## src/rtl/dac_spi_tx.sv

```systemverilog
`default_nettype none
// ============================================================================
// Module   : dac_spi_tx
// Brief    : Serialises 10-bit samples as 16-bit MCP4911 write frames, then LDAC.
// Revision : 1.0
// ============================================================================
module dac_spi_tx #(
    parameter int HALF_DIV = 25,
    parameter bit BUF      = 1'b0,
    parameter bit GA_N     = 1'b1
) (
    input  logic       sysclk,
    input  logic       rst_n,
    input  logic [9:0] data_in,
    input  logic       load,
    input  logic       ovr_clr,
    output logic       busy,
    output logic       done,
    output logic       overrun,
    output logic       dac_cs_n,
    output logic       dac_sck,
    output logic       dac_sdi,
    output logic       dac_ld_n
);

    typedef enum logic [2:0] {
        IDLE  = 3'd0,
        SETUP = 3'd1,
        SHIFT = 3'd2,
        CSHI  = 3'd3,
        LDAC  = 3'd4
    } state_t;

    localparam logic [7:0] TICK_AT = 8'(HALF_DIV - 1);

    state_t      state_q, state_d;
    logic [7:0]  cnt_q, cnt_d;
    logic        phase_q, phase_d;
    logic [3:0]  bit_q, bit_d;
    logic [15:0] shreg_q, shreg_d;
    logic [9:0]  pend_q, pend_d;
    logic        pend_v_q, pend_v_d;
    logic        busy_q, busy_d;
    logic        done_q, done_d;
    logic        overrun_q, overrun_d;
    logic        cs_n_q, cs_n_d;
    logic        sck_q, sck_d;
    logic        sdi_q, sdi_d;
    logic        ld_n_q, ld_n_d;

    logic        tick;
    logic        start;
    logic [9:0]  start_data;
    logic        ovr_set;

    function automatic logic [15:0] frame_word(input logic [9:0] d);
        return {1'b0, BUF, GA_N, 1'b1, d, 2'b00};
    endfunction

    assign tick = (cnt_q == TICK_AT);

    always_comb begin
        state_d    = state_q;
        cnt_d      = (state_q == IDLE || tick) ? 8'd0 : cnt_q + 8'd1;
        phase_d    = phase_q;
        bit_d      = bit_q;
        shreg_d    = shreg_q;
        pend_d     = pend_q;
        pend_v_d   = pend_v_q;
        busy_d     = busy_q;
        done_d     = 1'b0;
        cs_n_d     = cs_n_q;
        sck_d      = sck_q;
        sdi_d      = sdi_q;
        ld_n_d     = ld_n_q;
        start      = 1'b0;
        start_data = data_in;
        ovr_set    = 1'b0;

        // A load mid-frame parks in the pending slot; the LDAC final tick takes it directly.
        if (load && state_q != IDLE && !(state_q == LDAC && tick)) begin
            pend_d   = data_in;
            pend_v_d = 1'b1;
            ovr_set  = pend_v_q;
        end

        case (state_q)
            IDLE: begin
                if (load) start = 1'b1;
            end
            SETUP: begin
                if (tick) begin
                    state_d = SHIFT;
                    sck_d   = 1'b1;
                    phase_d = 1'b1;
                    bit_d   = 4'd0;
                end
            end
            SHIFT: begin
                if (tick) begin
                    if (phase_q) begin
                        sck_d   = 1'b0;
                        phase_d = 1'b0;
                    end else if (bit_q == 4'd15) begin
                        state_d = CSHI;
                        cs_n_d  = 1'b1;
                        sdi_d   = 1'b0;
                    end else begin
                        sck_d   = 1'b1;
                        phase_d = 1'b1;
                        bit_d   = bit_q + 4'd1;
                        shreg_d = shreg_q << 1;
                        sdi_d   = shreg_q[14];
                    end
                end
            end
            CSHI: begin
                // CS is held high for a full SCK period before the latch strobe.
                if (tick) begin
                    if (phase_q) begin
                        state_d = LDAC;
                        ld_n_d  = 1'b0;
                        phase_d = 1'b0;
                    end else begin
                        phase_d = 1'b1;
                    end
                end
            end
            LDAC: begin
                if (tick) begin
                    ld_n_d   = 1'b1;
                    done_d   = 1'b1;
                    pend_v_d = 1'b0;
                    if (load) begin
                        start   = 1'b1;
                        ovr_set = pend_v_q;
                    end else if (pend_v_q) begin
                        start      = 1'b1;
                        start_data = pend_q;
                    end else begin
                        state_d = IDLE;
                        busy_d  = 1'b0;
                    end
                end
            end
            default: state_d = IDLE;
        endcase

        if (start) begin
            state_d = SETUP;
            busy_d  = 1'b1;
            cs_n_d  = 1'b0;
            shreg_d = frame_word(start_data);
            sdi_d   = shreg_d[15];
        end

        overrun_d = ovr_set | (overrun_q & ~ovr_clr);
    end

    always_ff @(posedge sysclk or negedge rst_n) begin
        if (!rst_n) begin
            state_q   <= IDLE;
            cnt_q     <= 8'd0;
            phase_q   <= 1'b0;
            bit_q     <= 4'd0;
            shreg_q   <= 16'd0;
            pend_q    <= 10'd0;
            pend_v_q  <= 1'b0;
            busy_q    <= 1'b0;
            done_q    <= 1'b0;
            overrun_q <= 1'b0;
            cs_n_q    <= 1'b1;
            sck_q     <= 1'b0;
            sdi_q     <= 1'b0;
            ld_n_q    <= 1'b1;
        end else begin
            state_q   <= state_d;
            cnt_q     <= cnt_d;
            phase_q   <= phase_d;
            bit_q     <= bit_d;
            shreg_q   <= shreg_d;
            pend_q    <= pend_d;
            pend_v_q  <= pend_v_d;
            busy_q    <= busy_d;
            done_q    <= done_d;
            overrun_q <= overrun_d;
            cs_n_q    <= cs_n_d;
            sck_q     <= sck_d;
            sdi_q     <= sdi_d;
            ld_n_q    <= ld_n_d;
        end
    end

    assign busy     = busy_q;
    assign done     = done_q;
    assign overrun  = overrun_q;
    assign dac_cs_n = cs_n_q;
    assign dac_sck  = sck_q;
    assign dac_sdi  = sdi_q;
    assign dac_ld_n = ld_n_q;

endmodule
`default_nettype wire

```

## config.mk

```make
export PLATFORM = sky130hd
export DESIGN_NAME = dac_spi_tx
export DESIGN_NICKNAME = d
export VERILOG_FILES = /design/src/rtl/dac_spi_tx.sv
export SDC_FILE = /design/constraint.sdc
export NUM_CORES = 1
export LEC_CHECK = 0
export BUFFER_PORTS_ARGS = -buffer_cell sky130_fd_sc_hd__buf_2
export CAP_MARGIN = 20
export CORE_ASPECT_RATIO = 1.4
export CORE_UTILIZATION = 54
export CTS_BUF_LIST = sky130_fd_sc_hd__clkbuf_8
export DETAILED_ROUTE_END_ITERATION = 16
export GPL_ROUTABILITY_DRIVEN = 1
export PLACE_DENSITY = 0.82
export SKIP_LAST_GASP = 1
export SLEW_MARGIN = 20
export SYNTH_ARGS = -nofsm -noshare
export SYNTH_HDL_FRONTEND = slang
export SYNTH_SLANG_ARGS = --single-unit
export TNS_END_PERCENT = 100
```

## constraint.sdc

```tcl
create_clock -name sysclk -period 2.4 [get_ports sysclk]
set_input_delay 0.24 -clock sysclk [delete_from_list [all_inputs] [get_ports sysclk]]
set_output_delay 0.24 -clock sysclk [all_outputs]
set_load 0.02 [all_outputs]
```

=== Yosys cells after proc, flatten, opt, wreduce, memory -nomap -nowiden ===
Cells that the tools add are included.
W data, S select, Z words.

* Memory bits (read-only): 0
* Memories kept: 0
* Register bits after elaboration: 49
* Logic and storage cells: 139
* Bits in latches: 0
* Bits in writable memories: 0
* Output and inout port bits: 7
* Bits of input ports: 14

* $add $sub $neg: 2
* Equal/unequal tests: 28
* $mul: 0
* Reductions and logical operators: 23
* Shift operators: 0
* Muxes and demuxes: 69
* Bitwise operators: 3
* Magnitude comparators: 0
* Div/mod/pow operators: 0

{| class="wikitable"
|+ Operators by type and width
! kind !! number
|-
| $mux W15 || 5
|-
| $mux W10 || 4
|-
| $mux W1 || 39
|-
| $mux W3 || 10
|-
| $ne A3 B3 Y1 const B || 10
|-
| $reduce_and A4 Y1 || 6
|-
| $ne A2 B2 Y1 const B || 9
|-
| $mux W4 || 4
|-
| $pmux W3 S5 || 1
|-
| $reduce_bool A2 Y1 || 6
|-
| $reduce_and A10 Y1 || 1
|-
| $add A8 B1 Y8 const B || 1
|-
| $eq A8 B5 Y1 const B || 1
|-
| $mux W8 || 1
|-
| $pmux W4 S2 || 1
|-
| $eq A3 B2 Y1 const B || 2
|-
| $ne A2 B1 Y1 const B || 3
|-
| $pmux W1 S2 || 3
|-
| $reduce_bool A3 Y1 || 2
|-
| $reduce_and A5 Y1 || 1
|-
| $add A4 B1 Y4 const B || 1
|-
| $eq A4 B4 Y1 const B || 1
|-
| $eq A3 B1 Y1 const B || 1
|-
| $eq A3 B3 Y1 const B || 1
|-
| 9 further kinds || 11
|}

=== Longest topological paths before layout ===
Gate-level depths: netlist (run 1).

* Depth after elaboration: 9
* Depth in mapped cells: 8
* Depth with buffers taken out: 7

=== Worst setup path after synthesis (run 1) ===
No wires, ideal clock.

* Kind: flip-flop to flip-flop
* From: reg cnt_q[0]
* To: reg pend_q[1]
* Data required time: 2272 ps
* Cell stages (with the launch flop): 9
* Clock period less this slack: 1995 ps
* Slack: 405 ps
* Path buffers: 1
* Arrival time: 1867 ps
* Library setup time: 128 ps
* Cells stage by stage: dfrtp_1 inv_1 ha_1 nor3b_2 nand2_4 a21oi_1 nand2b_1 buf_2 mux2_1

* Word-level cells in the longest chain between the ends: 4

{| class="wikitable"
|+ RTL lines
! element !! RTL line !! source
|-
| start: declaration || 37 || <nowiki>logic [7:0] cnt_q, cnt_d;</nowiki>
|-
| start signal: assignment || 178 || <nowiki>cnt_q <= cnt_d;</nowiki>
|-
| $eq A8 B5 Y1 || 60 || <nowiki>assign tick = (cnt_q == TICK_AT);</nowiki>
|-
| $logic_and A1 B1 Y1 || 81 || <nowiki>if (load && state_q != IDLE && !(state_q == LDAC && tick)) begin</nowiki>
|-
| $logic_not A1 Y1 || 81 ||
|-
| $logic_and A1 B1 Y1 || 81 ||
|-
| end signal: assignment || 182 || <nowiki>pend_q <= pend_d;</nowiki>
|-
| end: declaration || 41 || <nowiki>logic [9:0] pend_q, pend_d;</nowiki>
|}

Every way passes these cells.
A chain may end at the register's enable or synchronous reset.

=== Worst setup path in the final report (run 1) ===
* From: reg cnt_q[0]
* To: reg pend_q[0]

Same word-level chain as after synthesis.

==> impl_metrics.toml, run 1 <==
[outcome]
outcome = "finished, final reports clean"

[logic_synthesis]
synthFlopType = "dfrtp_1"
ys_ff_latch = 47
synth_edf_count = 0
async_flop_share_pct = 100
netlist_area_mm2 = 0.00237
ys_types = 43
synth-seq-area-share_pct = 49.8
synth_nets = 245
postSynthAreaPerCell_um2 = 10.4
yosys_warnings = 0
postSynthCellCount = 228

[critical_path]
cp.required_ns = 2.59
path_cells = "inv_1 > ha_1 > nor3b_4 > nand2_4 > a21oi_1 > nand2b_1 > buf_4 > mux2_2"
max_stage_delay_ns = 0.44
timing.rr.start = "cnt_q[0]"
worstSetupEndpoint = "pend_q[0]"
arrival_ns = 2.42
crit_cells = 8
critPathMaxFanout = 11
crit_path_end_kind = "flip-flop"
slowest_stage = "dfrtp_1"
critPathLaunchType = "flip-flop"
rrSetupSlack_ns = 0.16
worst-path-buf-inv = 2
startpoint = "cnt_q[0]"
cp_top_family = "simple AND/OR/NAND/NOR gates"
ff2ff_path_depth = 8
critPathKind = "reg2reg"
timing.rr.end = "pend_q[0]"

[die]
design.core.area_mm2 = 0.00420
initial_utilization_pct = 56.3
io_pins = 21
die_x_um = 58.0
dieHeight_um = 80.4
die_area_mm2 = 0.00466
rows = 28

[drt]
remaining_drc_errors = 0
wirelength_um = 4470
drt-vias-per-instance = 5.92
drtIter0Drc = 51
routedWlPerCell_um = 15.1
route.met2.wl_um = 2370
vias = 1757
antenna_left = 0
drt_first_pass_iters = 4
top_layer = "met4"
wl_met1_um = 1900
wl_met3_um = 112

[timing]
min_period_ns = 2.24
maxSlewHeadroom_pct = 66.9
post-route-period-util_pct = 93.2
tns_ns = 0
fin_ws_ns = 0.164
clock_skew_ns = 0.00421
rsz0062_at_grt = "no"
setup-violations-final = 0
finalHoldViolations = 0
fmax_mhz = 447
worst_pin_slew_ns = 0.493
final_max_slew_viol_count = 0

[placed_design]
post-place-ws_ns = 0.251
port_buffers = 20
gp_congestion = 0.817
hpwl_um = 3120

[global_routing]
gr-usage-all-layers_pct = 21.7
grt_pass1_wl_um = 7690
grt_max_degree = 30
first_global_vias = 1708
antenna_found_initial = 0
overflow = 0

[pwr]
power_density_mw_per_mm2 = 1080
ir_drop_mv = 0.616
p_leak_nw = 1.24
finalPower_mw = 2.87

[clocking]
cts_tree = "yes"
clock_path_buffers = 2
cts_root_buf = "clkbuf_8"
clkLatencyLatePin_ns = 0.30
clock_sinks = 47
cts.reportedPaths.clkPinSlew_ns = 0.09
htreeDepth = 2
cts_buffers = 5

[final_layout]
nets = 268
area_growth_pct = 12.6
drive_gt1_share_pct = 17.9
diodes = 0

[min_path]
worstHoldPathType = "in2reg"

[run]
maxCapViolCount = 0
-- per-stage QoR --
stage	util, %	area, µm²	cells	hold slack, ns
after floorplan	-	2370	228	-0.0556
after global placement	59.8	2510	288	0.193
after detailed placement	59.8	2510	288	0.192
after CTS	63.3	2660	297	0.108
after global routing	63.4	2670	297	0.122
final	63.4	2670	297	0.111
-- Yosys cell counts, types with 2 or more instances --
| master | n | area, µm² |
|---|---|---|
| a211oi_1 | 9 | 67.6 |
| a21oi_1 | 16 | 80.1 |
| a31oi_1 | 4 | 25.0 |
| and2_1 | 9 | 56.3 |
| and3_1 | 5 | 31.3 |
| buf_2 | 6 | 30.0 |
| clkbuf_1 | 4 | 15.0 |
| dfrtp_1 | 45 | 1130 |
| dfstp_2 | 2 | 52.6 |
| ha_1 | 3 | 37.5 |
| inv_1 | 7 | 26.3 |
| mux2_1 | 9 | 101 |
| mux2i_1 | 11 | 110 |
| nand2_1 | 14 | 52.6 |
| nand2b_1 | 4 | 25.0 |
| nand3_1 | 12 | 60.1 |
| nand4_1 | 3 | 18.8 |
| nand4bb_1 | 2 | 22.5 |
| nor2_1 | 21 | 78.8 |
| nor3b_2 | 2 | 25.0 |
| o21ai_0 | 4 | 20.0 |
| o21ai_1 | 8 | 40.0 |
| or3b_1 | 2 | 17.5 |
| xnor2_1 | 2 | 17.5 |
| xor2_1 | 6 | 52.6 |
-- worst min-delay path by stage --
stage                 start       end  slack, ns  depth (start not counted)
detailed placement    rst_n  cnt_q[5]       0.19                          1
finish              ovr_clr   overrun       0.11                          2
global placement      rst_n  cnt_q[5]       0.19                          1
global route        ovr_clr   overrun       0.12                          2
floorplan             rst_n  bit_q[0]      -0.06                          0
CTS                 ovr_clr   overrun       0.11                          2
-- where the power goes --
part	internal (mW)	leakage [nW]	total [mW]	switching, mW
Clock	0.415	0.0644	0.684	0.269
Combinational	0.423	0.608	0.935	0.512
Sequential	1.04	0.566	1.25	0.210
-- what timing repair did --
action | in CTS | in global routing
endpoints found under the setup margin | 0 | 10
endpoints found under the hold margin | 18 | 0
resized for setup | 0 | 1
setup buffers | 0 | 0
hold buffers | 1 | 0
-- cell usage in the layout, fill, tap and decap left out, types with 8 or more instances in the layout --
cell type   n
a211oi_1    9
a21oi_1    16
nand2_1    14
nand3_1    12
nor2_1     21
buf_2      20
mux2_1      9
mux2i_1    11
and2_1      9
o21ai_1     8
dfrtp_1    45
-- routing by layer --
metal  global-route usage, %  vias up
met5                       0        -
met4                    9.76        0
met3                    3.70        7
met2                    37.2       27
met1                    26.4      865
li1                        -      858
-- area by class of cell --
class / instances / area (µm²)
Sequential cell: 47 / 1180
Timing Repair Buffer: 27 / 155
Inverter: 7 / 26.3
Fill cell: 353 / 1540
Multi-Input combinational cell: 163 / 1110
Tap cell: 45 / 56.3
Clock inverter: 3 / 67.6
Clock buffer: 5 / 68.8
-- state kept, by name, summed over array words and instances, names as in the netlist --
name      cells
pend_q       10
phase_q       1
dac_ld_n      1
dac_sck       1
dac_cs_n      1
cnt_q         8
done          1
shreg_q      13
dac_sdi       1
state_q       3
busy          1
pend_v_q      1
bit_q         4
overrun       1
-- cells by family after synthesis --
| logic type | share of synthesized area (%) |
|---|---|
| muxes | 9.40 |
| DFF | 49.8 |
| adders and majority gates | 1.58 |
| and+or+nand+nor | 19.7 |
| buffers and inverters | 3.49 |
| AOI/OAI and AO/OA | 13.2 |
| xor gates and xnor gates | 2.96 |
Note: power is estimated with default switching activity, not from simulation.
==> inputs of run 2 (changes only) <==
CAP_MARGIN = 10   (was 20)
MAX_ROUTING_LAYER = met4   (was default)
==> impl_metrics.toml, run 2 (synthesis gave the netlist of run 1 again) <==
[die]
dieHeight_um = 80.4
io_pins = 21
die_area_mm2 = 0.00466
rows = 28
design.core.area_mm2 = 0.00420
die_x_um = 58.0
initial_utilization_pct = 56.3

[clocking]
clock_sinks = 47
clock_path_buffers = 2
cts_tree = "yes"
cts.reportedPaths.clkPinSlew_ns = 0.09
clkLatencyLatePin_ns = 0.30
post_cts_buffers = 0
cts_buffers = 5
htreeDepth = 2
cts_root_buf = "clkbuf_8"

[placed_design]
post-place-ws_ns = 0.251
hpwl_um = 3120
placed_area_mm2 = 0.00251
port_buffers = 20
gp_congestion = 0.829

[global_routing]
grt_pass1_wl_um = 7710
gr-usage-all-layers_pct = 22.4
antenna_found_initial = 0
overflow = 0
use_met3_pct = 3.70
grt_max_degree = 30
use_met1_pct = 26.6
grt_use_met2_pct = 37.1
first_global_vias = 1712
grt.busiest_layer = "met2"

[pwr]
finalPower_mw = 2.87
power_frac_seq_pct = 43.5
p_leak_nw = 1.24
power_density_mw_per_mm2 = 1070
internal-power_mw = 1.88
p_switching_mw = 0.989
power_frac_clock_pct = 23.8
ir_drop_mv = 0.616
comb_power_share_pct = 32.7
switching_share_pct = 34.5

[timing]
post-route-period-util_pct = 93.5
fmax_mhz = 446
final_max_slew_viol_count = 0
finalHoldViolations = 0
rsz0062_at_grt = "no"
clock_skew_ns = 0.00774
worst_pin_slew_ns = 0.491
setup-violations-final = 0
tns_ns = 0
fin_ws_ns = 0.157
maxSlewHeadroom_pct = 67.1
min_period_ns = 2.24

[drt]
vias = 1755
remaining_drc_errors = 0
drtIter0Drc = 62
wirelength_um = 4480
routedWlPerCell_um = 15.1
antenna_left = 0
drt_first_pass_iters = 4
drt-vias-per-instance = 5.91

[final_layout]
drive_gt1_share_pct = 17.9
fillers = 353
top_regs = "shreg_q x13, pend_q x10, cnt_q x8"
nets = 268
largest_reg_flops = 13
multi_input_area_mm2 = 0.00111
final_design_area_no_fill_mm2 = 0.00267
ff_latch_area_mm2 = 0.00118
area_growth_pct = 12.6
layout_common_cells = "dfrtp_1 (45), nor2_1 (21), buf_2 (20)"
diodes = 0
top_register = "shreg_q"
layout.cells.most_common = "dfrtp_1"

[critical_path]
worst-path-buf-inv = 2
path_cells = "inv_1 > ha_1 > nor3b_4 > nand2_4 > a21oi_1 > nand2b_1 > buf_4 > mux2_2"
critPathMaxFanout = 11
crit_path_end_kind = "flip-flop"
critPathKind = "reg2reg"
critPathLaunchType = "flip-flop"
cp.required_ns = 2.59
arrival_ns = 2.43
cp_top_family = "simple AND/OR/NAND/NOR gates"
max_stage_delay_ns = 0.44
slowest_stage = "dfrtp_1"

[min_path]
worstHoldPathType = "in2reg"

[run]
maxCapViolCount = 0

[outcome]
outcome = "finished, final reports clean"
[run 2: path summary, 6_finish.rpt]
| path | slack, ns | endpoint | depth (start not counted) | start |
|---|---|---|---|---|
| worst min register to register | 0.50 | pend_q[3] | 1 | pend_q[3] |
| worst max-delay path | 0.16 | pend_q[0] | 8 | cnt_q[0] |
| worst min-delay path | 0.11 | overrun | 2 | ovr_clr |
| min in group asynchronous | 0.40 | cnt_q[5] | 2 | rst_n |
| max in group asynchronous | 1.24 | dac_cs_n | 3 | rst_n |
| worst max register to register | 0.16 | pend_q[0] | 8 | cnt_q[0] |
[run 2: metal layers]
| metal | up-vias | share of wire [%] | routed length [µm] |
|---|---|---|---|
| met5 | - | 0 | 0 |
| li1 | 860 | - | - |
| met3 | 7 | 2.1 | 95 |
| met4 | 0 | 2.1 | 93 |
| met1 | 864 | 43 | 1930 |
| met2 | 24 | 53 | 2360 |
[run 2: layout make-up]
class                   instances  share of cell area (%)
clock buffers                   5                    2.58
clock inverters                 3                    2.53
inverters                       7                   0.985
multi-input cells             163                    41.8
flip-flops and latches         47                    44.2
well taps                      45                    2.11
repair buffers                 27                    5.82
[run 2: worst register-to-register path: cells and delay by family, from the launching register on]
family | cells | cell delay, ns
mux | 1 | 0.35
buf+inv | 2 | 0.29
compound gates | 1 | 0.25
simple gates | 3 | 0.60
fa+ha+maj | 1 | 0.20
flops | 1 | 0.44
[run 2: power groups by stage]
stage	combinational (mW)	clock, mW	sequential [mW]
global placement	0.886	0	1.25
finish	0.936	0.682	1.25
detailed placement	0.911	0	1.26
CTS	0.931	0.695	1.24
global route	1.06	0.721	1.28
floorplan	0.753	0	1.19
[run 2: stage by stage]
| stage | hold slack (ns) | util, % | std cells |
|---|---|---|---|
| floorplan | -0.0556 | - | 228 |
| global placement | 0.193 | 59.8 | 288 |
| detailed placement | 0.192 | 59.8 | 288 |
| CTS | 0.108 | 63.3 | 297 |
| global route | 0.120 | 63.4 | 297 |
| finish | 0.110 | 63.4 | 297 |
[run 2: repair_timing]
item / 4_1_cts / 5_1_grt
gates resized for setup: 0 / 1
hold endpoints to repair: 18 / 0
endpoints found under the setup margin: 0 / 10
hold buffers: 1 / 0
==> inputs of run 3 (changes only) <==
CORE_UTILIZATION = 60   (was 54)
PLACE_DENSITY = 0.89   (was 0.82)
==> impl_metrics.toml, run 3 (synthesis gave the netlist of run 1 again) <==
[final_layout]
fillers = 263
area_growth_pct = 11.6
drive_gt1_share_pct = 17.9
layout.cells.most_common = "dfrtp_1"
layout_common_cells = "dfrtp_1 (45), nor2_1 (21), buf_2 (20)"
top_regs = "shreg_q x13, pend_q x10, cnt_q x8"
final_util_pct = 71.3
diodes = 0
largest_reg_flops = 13
nets = 268
top_register = "shreg_q"

[die]
rows = 26
design.core.area_mm2 = 0.00371
dieHeight_um = 76.3
initial_utilization_pct = 63.9
die_x_um = 55.1
die_area_mm2 = 0.00421
io_pins = 21

[critical_path]
arrival_ns = 2.38
critPathMaxFanout = 11
critPathKind = "reg2reg"
crit_path_end_kind = "flip-flop"
cp.required_ns = 2.59
critPathLaunchType = "flip-flop"

[drt]
drt-vias-per-instance = 6.11
drtIter0Drc = 62
drt_first_pass_iters = 5
antenna_left = 0
remaining_drc_errors = 0
routedWlPerCell_um = 15.8
wirelength_um = 4640
vias = 1797

[timing]
clock_skew_ns = 0.00871
final_max_slew_viol_count = 0
worst_pin_slew_ns = 0.497
maxSlewHeadroom_pct = 66.6
finalHoldViolations = 0
tns_ns = 0
rsz0062_at_grt = "no"
post-route-period-util_pct = 91.5
fmax_mhz = 456
min_period_ns = 2.19
setup-violations-final = 0

[pwr]
power_frac_clock_pct = 21.5
internal-power_mw = 1.80
power_frac_seq_pct = 44.8
comb_power_share_pct = 33.7
switching_share_pct = 35.9
power_density_mw_per_mm2 = 1060
p_leak_nw = 1.23
ir_drop_mv = 0.778
p_switching_mw = 1.01

[placed_design]
gp_congestion = 0.862
hpwl_um = 3220
port_buffers = 20

[global_routing]
overflow = 0
use_met3_pct = 6.79
grt_pass1_wl_um = 8340
grt_max_degree = 30
antenna_found_initial = 0
gr-usage-all-layers_pct = 27.8
use_met1_pct = 33.6
grt_use_met2_pct = 43.4
first_global_vias = 1867
grt.busiest_layer = "met2"

[clocking]
cts.reportedPaths.clkPinSlew_ns = 0.08
clock_sinks = 47
cts_root_buf = "clkbuf_8"
cts_tree = "yes"
clkLatencyLatePin_ns = 0.31
post_cts_buffers = 0
htreeDepth = 2
clock_path_buffers = 2
cts_buffers = 5

[min_path]
worstHoldPathType = "in2reg"

[run]
maxCapViolCount = 0

[outcome]
outcome = "finished, final reports clean"
## run 3: changes by cell type in the layout (fill, tap and decap cells not counted), sizes merged
| cell | delta |
|---|---|
| clkinvlp | -1 |
| bufinv | -1 |
| clkbuf | +1 |
| clkinv | +1 |
## run 3: critical path, cell delays in order, from the launching register on
cell	delay, ns
dfrtp_1	0.44
inv_1	0.08
ha_1	0.20
nor3b_4	0.30
nand2_4	0.12
a21oi_1	0.27
nand2b_1	0.14
buf_4	0.19
mux2_1	0.34
## run 3: cell type report
cell class	instances	area [µm²]	area share (%)
clock inverter	2	35.0	1.33
clock buffer	6	82.6	3.12
sequential	47	1180	44.6
inverter	7	26.3	0.994
timing repair buffer	27	155	5.87
multi-input combinational	163	1110	42.1
tap	42	52.6	1.99
## run 3: repair_timing
item                       CTS  global route
hold buffers                 1             0
hold endpoints to repair    17             0
setup endpoints to repair    0            10
gates resized for setup      0             1
## run 3: per-layer routing
metal,part of all wire [%],wire length (µm),vias to the layer above
li1,-,-,854
met1,42,1940,895
met2,54,2500,39
met3,2.7,127,9
met4,1.7,80,0
met5,0,0,-
## run 3: power by group through the flow
stage | sequential (mW) | combinational (mW) | clock [mW]
final | 1.26 | 0.945 | 0.602
after global routing | 1.30 | 1.06 | 0.637
after CTS | 1.25 | 0.941 | 0.611
after detailed placement | 1.27 | 0.923 | 0
after global placement | 1.25 | 0.884 | 0
after floorplan | 1.19 | 0.753 | 0
## run 3: stage by stage
stage / hold slack [ns] / instance area, µm² / total power [mW] / cells / worst slack, ns
2_1_floorplan: -0.0556 / 2370 / 1.95 / 228 / 0.405
6_report: 0.114 / 2640 / 2.80 / 294 / 0.205
3_5_place_dp: 0.196 / 2510 / 2.19 / 285 / 0.238
3_3_place_gp: 0.193 / 2510 / 2.13 / 285 / 0.326
5_1_grt: 0.126 / 2640 / 3.00 / 294 / 0.00780
4_1_cts: 0.109 / 2640 / 2.80 / 294 / 0.144
## run 3: worst paths after layout
kind / from / to / slack, ns / cells after the start
setup reg to reg: cnt_q[0] / pend_q[5] / 0.21 / 8
max in group asynchronous: rst_n / dac_cs_n / 1.24 / 3
hold / removal: ovr_clr / overrun / 0.11 / 2
setup / recovery: cnt_q[0] / pend_q[5] / 0.21 / 8
hold reg to reg: pend_q[2] / pend_q[2] / 0.50 / 1
min in group asynchronous: rst_n / cnt_q[6] / 0.40 / 2
